### src/rtl/button_sync_bank.sv
// ============================================================================
// Module   : button_sync_bank
// Brief    : N-channel button synchroniser, debouncer and one-cycle press pulse
//            generator. Auto-repeat is built only with BUTTON_SYNC_REPEAT_EN.
// Revision : 1.0 - initial release
// ============================================================================
`default_nettype none

module button_sync_bank #(
    parameter int N               = 4,
    parameter int DEBOUNCE_CYCLES = 16,
    parameter int ACTIVE_LOW      = 0,
    parameter int HOLD_CYCLES     = 1000,
    parameter int REPEAT_CYCLES   = 250
) (
    input  logic         Clk,
    input  logic         Reset,
    input  logic [N-1:0] Bis,
    output logic [N-1:0] Bo,
    output logic [N-1:0] Bl
);

    localparam int                 c_CNT_W    = $clog2(DEBOUNCE_CYCLES + 1);
    localparam logic [c_CNT_W-1:0] c_CNT_LAST = c_CNT_W'(DEBOUNCE_CYCLES - 1);

    localparam logic [1:0] c_S_IDLE = 2'b00;
    localparam logic [1:0] c_S_FIRE = 2'b01;
    localparam logic [1:0] c_S_HELD = 2'b10;

`ifdef BUTTON_SYNC_REPEAT_EN
    localparam int c_TMR_MAX = (HOLD_CYCLES > REPEAT_CYCLES) ? HOLD_CYCLES : REPEAT_CYCLES;
    localparam int c_TMR_W   = $clog2(c_TMR_MAX);
    localparam logic [c_TMR_W-1:0] c_HOLD_LAST = c_TMR_W'(HOLD_CYCLES - 1);
    localparam logic [c_TMR_W-1:0] c_REP_LAST  = c_TMR_W'(REPEAT_CYCLES - 1);
`else
    logic w_unused_cfg;
    assign w_unused_cfg = ^{32'(HOLD_CYCLES), 32'(REPEAT_CYCLES)};
`endif

    for (genvar g = 0; g < N; g++) begin : g_ch
        logic               w_norm;
        logic               r_sync1;
        logic               r_sync2;
        logic [c_CNT_W-1:0] r_cnt;
        logic [1:0]         r_state;
        logic [1:0]         w_next;
        logic               w_level;
        logic               w_toggle;
        logic               w_rise;
        logic               w_fall;
        logic               w_expire;

        // Normalise before synchronising so "not pressed" is always 0.
        assign w_norm = (ACTIVE_LOW != 0) ? ~Bis[g] : Bis[g];

        always_ff @(posedge Clk) begin
            if (Reset) begin
                r_sync1 <= 1'b0;
                r_sync2 <= 1'b0;
            end else begin
                r_sync1 <= w_norm;
                r_sync2 <= r_sync1;
            end
        end

        // The debounced level is the FSM's pressed-ness, so it cannot drift from Bl.
        assign w_level  = (r_state == c_S_FIRE) || (r_state == c_S_HELD);
        assign w_toggle = (r_sync2 != w_level) && (r_cnt == c_CNT_LAST);
        assign w_rise   = w_toggle && !w_level;
        assign w_fall   = w_toggle && w_level;

        always_ff @(posedge Clk) begin
            if (Reset) begin
                r_cnt <= '0;
            end else if ((r_sync2 == w_level) || w_toggle) begin
                r_cnt <= '0;
            end else begin
                r_cnt <= r_cnt + c_CNT_W'(1);
            end
        end

`ifdef BUTTON_SYNC_REPEAT_EN
        logic [c_TMR_W-1:0] r_tmr;
        logic               r_rep;

        // r_rep selects the repeat interval once the first auto-repeat has fired.
        assign w_expire = (r_state == c_S_HELD) &&
                          (r_tmr == (r_rep ? c_REP_LAST : c_HOLD_LAST));

        always_ff @(posedge Clk) begin
            if (Reset || (w_next == c_S_IDLE)) begin
                r_tmr <= '0;
                r_rep <= 1'b0;
            end else if (w_next == c_S_FIRE) begin
                r_tmr <= '0;
                r_rep <= (r_state == c_S_HELD);
            end else begin
                r_tmr <= r_tmr + c_TMR_W'(1);
            end
        end
`else
        assign w_expire = 1'b0;
`endif

        always_ff @(posedge Clk) begin
            if (Reset) begin
                r_state <= c_S_IDLE;
            end else begin
                r_state <= w_next;
            end
        end

        always_comb begin
            w_next = c_S_IDLE;
            case (r_state)
                c_S_IDLE: w_next = w_rise ? c_S_FIRE : c_S_IDLE;
                c_S_FIRE: w_next = w_fall ? c_S_IDLE : c_S_HELD;
                c_S_HELD: begin
                    if (w_fall) begin
                        w_next = c_S_IDLE;
                    end else if (w_expire) begin
                        w_next = c_S_FIRE;
                    end else begin
                        w_next = c_S_HELD;
                    end
                end
                default:  w_next = c_S_IDLE;
            endcase
        end

        assign Bo[g] = (r_state == c_S_FIRE);
        assign Bl[g] = w_level;
    end

endmodule

`default_nettype wire

### config.mk
export PLATFORM = sky130hd
export DESIGN_NAME = button_sync_bank
export DESIGN_NICKNAME = d
export VERILOG_FILES = /design/src/rtl/button_sync_bank.sv
export SDC_FILE = /design/constraint.sdc
export NUM_CORES = 1
export LEC_CHECK = 0
export ABC_CLOCK_PERIOD_IN_PS = 3350
export BUFFER_PORTS_ARGS = -buffer_cell sky130_fd_sc_hd__buf_4
export CAP_MARGIN = 15
export CORE_MARGIN = 1.5
export CORE_UTILIZATION = 61
export CTS_CLUSTER_DIAMETER = 120
export CTS_CLUSTER_SIZE = 40
export DETAILED_ROUTE_END_ITERATION = 10
export HOLD_SLACK_MARGIN = 0.02
export PLACE_DENSITY = 0.89
export SETUP_SLACK_MARGIN = 0.1
export SYNTH_ARGS = -nofsm -noshare
export SYNTH_HDL_FRONTEND = slang
export SYNTH_SLANG_ARGS = --single-unit
export TNS_END_PERCENT = 20
### constraint.sdc
create_clock -name Clk -period 3.35 [get_ports Clk]
set_input_delay 0.335 -clock Clk [delete_from_list [all_inputs] [get_ports Clk]]
set_output_delay 0.335 -clock Clk [all_outputs]
set_load 0.01 [all_outputs]
; Yosys cells after proc, flatten, opt, wreduce, memory -nomap -nowiden
; Cells that the tools add are included.
[totals]
ff_bits = 36
in_bits = 6
word_cells = 88
[classes]
addsub = 4
eq_ne = 20
mux = 12
n_reduce_logical = 36
[op_table]
columns = operator, count
row1 = $add A5 B1 Y5 const B, 4
row2 = $eq A5 B4 Y1 const B, 4
row3 = $pmux W2 S2, 4
row4 = $reduce_or A2 Y1, 8
row5 = $logic_and A1 B1 Y1, 12
row6 = $eq A2 B1 Y1 const B, 4
row7 = $eq A2 B2 Y1 const B, 4
row8 = $logic_not A2 Y1, 4
row9 = $logic_or A1 B1 Y1, 8
row10 = $mux W2, 4
row11 = $eq A1 B1 Y1, 4
row12 = $logic_not A1 Y1, 4
row13 = $mux W1, 4
row14 = $ne A1 B1 Y1, 4

; Depth between registers and ports, before layout
; Gate-level depths: netlist of run 1.
[logic_depth]
depth_word = 7
depth_mapped = 5
mapped_depth_nobuf = 5

; Worst setup path after synthesis of run 1
; OpenSTA, ideal clock, no wires.
[synth_timing]
path_kind = reg2reg
startpoint = reg g_ch[1].r_cnt[0]
endpoint = reg g_ch[1].r_cnt[2]
setup_time_ps = 64
t_arrival_ps = 1368
required_time_ps = 3286
path_slack_ps = 1918
path_stages_with_launch = 6
n_path_buf = 0
path_cell_list = dfxtp_1 -> ha_1 -> and3_1 -> ha_1 -> or3_4 -> nor2_1
[synth_between]
elab_chain_len = 4
[synth_lines]
columns = item, line_no
row1 = from (decl), 44  ; logic [c_CNT_W-1:0] r_cnt;
row2 = from (signal assigned), 78  ; r_cnt <= r_cnt + c_CNT_W'(1);
row3 = "parallel branches: the longest is 4 deep, another holds $add A5 B1 Y5", -
; Several ways; the timed one is not identified.
; A chain may end at the register's enable or synchronous reset.

; Worst setup path in the final report of run 1
; Ends and elaborated chain as after synthesis.

==> flow_summary.ini, run 1 <==
[run_status]
status = complete, no violations

[timing]
worst_slack_ns = 1.78
worst_pin_slew_ns = 0.201
rsz0062_at_grt = no
skew_ns = 0.00442
setup_viol = 0
fin_tns_setup_ns = 0
holdWs_ns = 0.241
max_freq_mhz = 635
max-slew-margin-rel = 0.866
fin_crit_sh = 0.470
hold_viol_final = 0
maxSlewViolCount = 0
fin_crit_ns = 1.57

[cells_and_area]
fillers = 162
area_growth_pct = 9.98
nets = 186
num_antenna_cells = 0
drive_above_1_share = 0.149

[floorplanning]
start_util = 0.666
core_um2 = 2280
die_x_um = 52.9
ioPinCount = 14
die_area_um2 = 2790
die_h_um = 52.9
core.rowCount = 17

[synthesis]
yosys-top-cells-area = dfxtp_1 48%, ha_1 17%, nor2_1 5.0%
synth_cell_types = 19
synth.largest_area_cell = dfxtp_1
netlist.area_leader.share = 0.475
synth-seq-cells = 36
ys_seq_area_frac = 0.475
syn_inst = 146
syn_nets = 172
synth.avg_cell_area_um2 = 10.4
ys_warn_count = 0
syn-cell-area_um2 = 1520

[power_and_ir_drop]
seqPwrFrac = 0.644
swShare = 0.192
ir_drop_mv = 0.436
pwr-share-clk = 0.328
p_int_w = 0.000548
cellLeakagePower_nw = 0.715
power_frac_comb = 0.028
power_w = 0.000678
p_switching_w = 0.000130
p_per_area_nw_per_um2 = 406

[critical_path]
start_kind = register
cp_common_cell = ha_1
critPathSlowestCell = or3_4
crit_required_ns = 3.60
cp_max_fo = 5
worstPathArrival_ns = 1.82
cp_slowest_stage_delay_ns = 0.43
crit_chain = ha_1 -> and3_1 -> ha_1 -> or3_4 -> nor2_1
cp-end-kind = register
critPathKind = register to register

[route]
firstDrtPassIters = 2
wire_per_inst_um = 10.6
via_count = 943
ant_nets = 0
drc_errors = 0
avgViaCountPerCell = 4.99
wirelength_mm = 2.00
drt-initial-drc-count = 4

[placed_design]
port_buffers = 13
post-place-ws_ns = 1.79
gp_congestion = 0.685
hpwl_mm = 1.63

[cts]
ctsResizeCount = 0
clk_pin_slew_ns = 0.10
clockRootBuffer = clkbuf_4
cts_buffers = 5
htreeDepth = 2
cts.sinks = 36
postCtsSetupBuffers = 0
cts_hold_buffers = 0
cts_tree = done
clk_path_buf_depth = 2
clk_latency_ns = 0.30

[flow_run]
max_cap_violations = 0

[global_route]
grt_pass1_vias = 963
grt_first_pass_wirelength_mm = 3.71
antenna_found_initial = 0
grt-ovfl-total = 0
grt_usage = 0.184
grt_start_max_net_pins = 21

[hold_path]
hold_class = input port to register
-- worst max-delay path: cells and delay by family, from the launching register on --
kind,cells,cell delay [ns]
adder cells (fa/ha/maj),2,0.44
AND/OR/NAND/NOR,3,0.74
flip-flops,1,0.34
-- synth_stat cells --
cell and instances:
dfxtp_1 36, ha_1 20, nor2_1 20, inv_1 16
xnor2_1 8, and2b_1 6, nor2b_1 5, nor3b_1 5
and3_1 4, buf_4 4, nand3_1 4, or3_4 4
xor2_1 4, nand4b_1 3, nor3_1 3, and2b_2 1
buf_2 1, clkbuf_2 1, nand4bb_1 1
-- metrics by stage --
step / util / cell area (um2) / cells
after floorplan: - / 1520 / 146
after global placement: 0.707 / 1610 / 181
after detailed placement: 0.707 / 1610 / 181
after CTS: 0.733 / 1670 / 189
after global routing: 0.733 / 1670 / 189
final: 0.733 / 1670 / 189
-- cell type report --
| cell class | instances | area (um2) | share of cell area |
|---|---|---|---|
| sequential | 36 | 721 | 0.432 |
| multi-input combinational | 88 | 696 | 0.417 |
| timing repair buffer | 13 | 97.6 | 0.0585 |
| inverter | 16 | 60.1 | 0.0360 |
| clock buffer | 8 | 58.8 | 0.0353 |
| tap | 28 | 35.0 | 0.0210 |
-- routing by layer --
layer / global-route usage / share of wire / routed length [um]
met4: 0.0385 / 0.0045 / 9
met5: 0 / 0 / 0
met3: 0.0678 / 0.033 / 67
met1: 0.178 / 0.41 / 819
met2: 0.363 / 0.55 / 1110
-- registers in the layout (all words and copies together) (netlist names) --
name          count
g_ch.r_cnt       20
g_ch.r_state      8
g_ch.r_sync2      4
g_ch.r_sync1      4
-- layout by cell type, fill, tap and decap left out --
master,n
and2b_1,6
and2b_2,1
and3_1,4
buf_4,13
clkbuf_1,2
clkbuf_4,5
clkbuf_8,1
dfxtp_1,36
ha_1,20
inv_1,16
nand3_1,4
nand4b_1,3
nand4bb_1,1
nor2_1,20
nor2b_1,5
nor3_1,3
nor3b_1,5
or3_4,4
xnor2_1,8
xor2_1,4
-- logic make-up after synthesis --
logic type	synth area share
and+or+nand+nor	0.224
DFF	0.475
buffers and inverters	0.0660
adders and majority gates	0.165
xor gates and xnor gates	0.0693
-- path summary, 6_finish.rpt --
check | startpoint | depth (start not counted) | end | slack, ns
min | Bis[1] | 2 | g_ch[1].r_sync1 | 0.24
max | g_ch[1].r_cnt[0] | 5 | g_ch[1].r_cnt[2] | 1.78
min reg2reg | g_ch[1].r_sync1 | 1 | g_ch[1].r_sync2 | 0.44
max reg2reg | g_ch[1].r_cnt[0] | 5 | g_ch[1].r_cnt[2] | 1.78
-- power groups by stage --
stage	sequential (W)	clock [W]	combinational, W
3_5_place_dp	0.000447	0	0.0000188
2_1_floorplan	0.000446	0	0.0000126
5_1_grt	0.000438	0.000251	0.0000207
3_3_place_gp	0.000446	0	0.0000178
4_1_cts	0.000437	0.000233	0.0000189
6_report	0.000437	0.000222	0.0000187
Note: power is estimated with default switching activity, not from simulation.
==> run 2: changes to the inputs <==
- ABC_AREA: unset -> 1
- ABC_CLOCK_PERIOD_IN_PS: 3350 -> 1400
- CORE_UTILIZATION: 61 -> 52
- PLACE_DENSITY: 0.89 -> 0.81
- clock period: 3.35 -> 1.4 ns (I/O delays scaled with it)
==> run 2 against run 1 <==
Net effect: first-iteration DRC count rose to 7.0 times the previous value; sequential share of layout area fell by 6.1 points; critical endpoint is now Bo[2]; register-to-register slack lost 1.6 ns; largest power group unchanged; worst setup slack worse by 1.7 ns; cell count rose by 24%.
==> flow_summary.ini, run 2 <==
[critical_path]
crit_required_ns = 1.26
cp_max_fo = 2
worstPathArrival_ns = 1.14
cp-end-kind = output pin
critPathKind = register to output pin
start_kind = register

[synthesis]
syn_nets = 204
ys_warn_count = 0
syn-cell-area_um2 = 1620
ys_top_cells_by_count = 36 x dfxtp_1, 36 x inv_1, 29 x nor2_1
async_flop_share = 0
synth.largest_area_cell = dfxtp_1
synth-seq-cells = 36
ys_seq_area_frac = 0.446
synth_edf_count = 0
syn_inst = 178
ys.flop_type = dfxtp_1
synth_cell_types = 17
netlist.area_leader.share = 0.446
yosys-top-cells-area = dfxtp_1 45%, ha_1 15%, inv_1 8.4%
synth.avg_cell_area_um2 = 9.07

[route]
via_count = 1133
firstDrtPassIters = 4
drt-initial-drc-count = 28
avgViaCountPerCell = 4.84
drc_errors = 0
wire_per_inst_um = 10.4
ant_nets = 0
wirelength_mm = 2.44

[floorplanning]
die_x_um = 58.7
die_h_um = 58.7
start_util = 0.538
core.rowCount = 20
core_um2 = 3000
die_area_um2 = 3450
ioPinCount = 14

[timing]
max-slew-margin-rel = 0.789
fin_crit_sh = 0.913
rsz0062_at_grt = yes
setup_viol = 0
skew_ns = 0.00169
fin_crit_ns = 1.28
hold_viol_final = 0
max_freq_mhz = 782
fin_tns_setup_ns = 0
worst_pin_slew_ns = 0.316
maxSlewViolCount = 0

[cells_and_area]
top_regs = g_ch.r_cnt x20, g_ch.r_state x8
layout.cells.non_filler = 234
design_area_um2 = 2000
final_cell_mix = 36 x inv_1, 26 x nor2_1, 22 x dfxtp_1, 18 x buf_4, 15 x nand2_1
num_antenna_cells = 0
final_common_cell = inv_1
largest_reg_flops = 20
regMostFlops = g_ch.r_cnt
drive_above_1_share = 0.338
area_growth_pct = 23.9
nets = 227

[placed_design]
hpwl_mm = 1.50
port_buffers = 13
place_area_um2 = 1700
gp_congestion = 0.705
placedCellCount = 218

[cts]
cts_buffers = 5
cts_tree = done
clk_pin_slew_ns = 0.10
htreeDepth = 2
clk_path_buf_depth = 2
clockRootBuffer = clkbuf_4
clk_latency_ns = 0.32
cts.sinks = 36

[global_route]
grt_usage = 0.156
grt_pass1_vias = 1027
antenna_found_initial = 0
grt_start_max_net_pins = 21
grt_first_pass_wirelength_mm = 4.10
grt-ovfl-total = 0

[power_and_ir_drop]
ir_drop_mv = 0.546
p_per_area_nw_per_um2 = 859
power_w = 0.00172
cellLeakagePower_nw = 0.770

[flow_run]
max_cap_violations = 0

[hold_path]
hold_class = input port to register

[run_status]
status = complete, no violations
==> run 2: cell count changes after synthesis, moves of 5 or more <==
cell,delta
and2b_1,-6
inv_1,+20
nand2_1,+16
nand4_1,+8
nor2_1,+9
nor2b_1,-5
nor3b_1,-5
==> run 2: stage by stage <==
step           utilization  worst slack (ns)  hold WS, ns
3_5_place_dp         0.567            0.0449        0.348
6_report             0.667             0.122        0.180
3_3_place_gp         0.567             0.108        0.340
5_1_grt              0.667            0.0342        0.173
4_1_cts              0.623            0.0444        0.151
2_1_floorplan            -             0.165        0.247
==> run 2: area by class of cell <==
class	count	area, um2
repair buffers	22	175
flip-flops and latches	36	743
multi-input cells	100	842
clock buffers	7	65.1
inverters	36	135
well taps	33	41.3
fillers	216	1000
==> run 2: path summary, 6_finish.rpt <==
kind,startpoint,cells after the start,endpoint,slack [ns]
max reg2reg,g_ch[1].r_cnt[0],7,g_ch[1].r_cnt[0],0.15
min reg2reg,g_ch[1].r_sync1,2,g_ch[1].r_sync2,0.41
min,Reset,2,g_ch[1].r_sync1,0.18
max,g_ch[2].r_state[0],3,Bo[2],0.12
==> run 2: cells by family (layout without fill, tap and decap cells) <==
| family | Yosys count | in the layout | synth area share |
|---|---|---|---|
| adder cells (fa/ha/maj) | 20 | 20 | 0.155 |
| AO/OA/AOI/OAI | 8 | 8 | 0.0380 |
| AND/OR/NAND/NOR | 68 | 68 | 0.223 |
| XOR/XNOR | 4 | 4 | 0.0217 |
| flip-flops | 36 | 36 | 0.446 |
| buffers and inverters | 42 | 65 | 0.116 |
==> run 2: critical path, cell delays in order, from the launching register on <==
cell and delay [ns]:
dfxtp_2 0.33, buf_4 0.13, ha_1 0.20, buf_4 0.14
==> run 2: timing repair <==
| item | in CTS | in global routing |
|---|---|---|
| hold buffers | 4 | 0 |
| hold endpoints to repair | 4 | 0 |
| setup endpoints to repair | 20 | 30 |
| buffers inserted | 2 | 3 |
| pin swaps | 0 | 9 |
| resized for setup | 10 | 29 |
==> run 2: routing by layer <==
layer | wire, um | global-route usage
met4 | 39 | 0.0779
met1 | 1120 | 0.171
met2 | 1200 | 0.271
met5 | 0 | 0
met3 | 76 | 0.0484
==> run 2: where the power goes <==
part           switching [W]   total, W  internal, W
clock               0.000318   0.000603     0.000285
sequential        0.00000963    0.00104      0.00104
combinational      0.0000389  0.0000723    0.0000334
total               0.000367    0.00172      0.00135
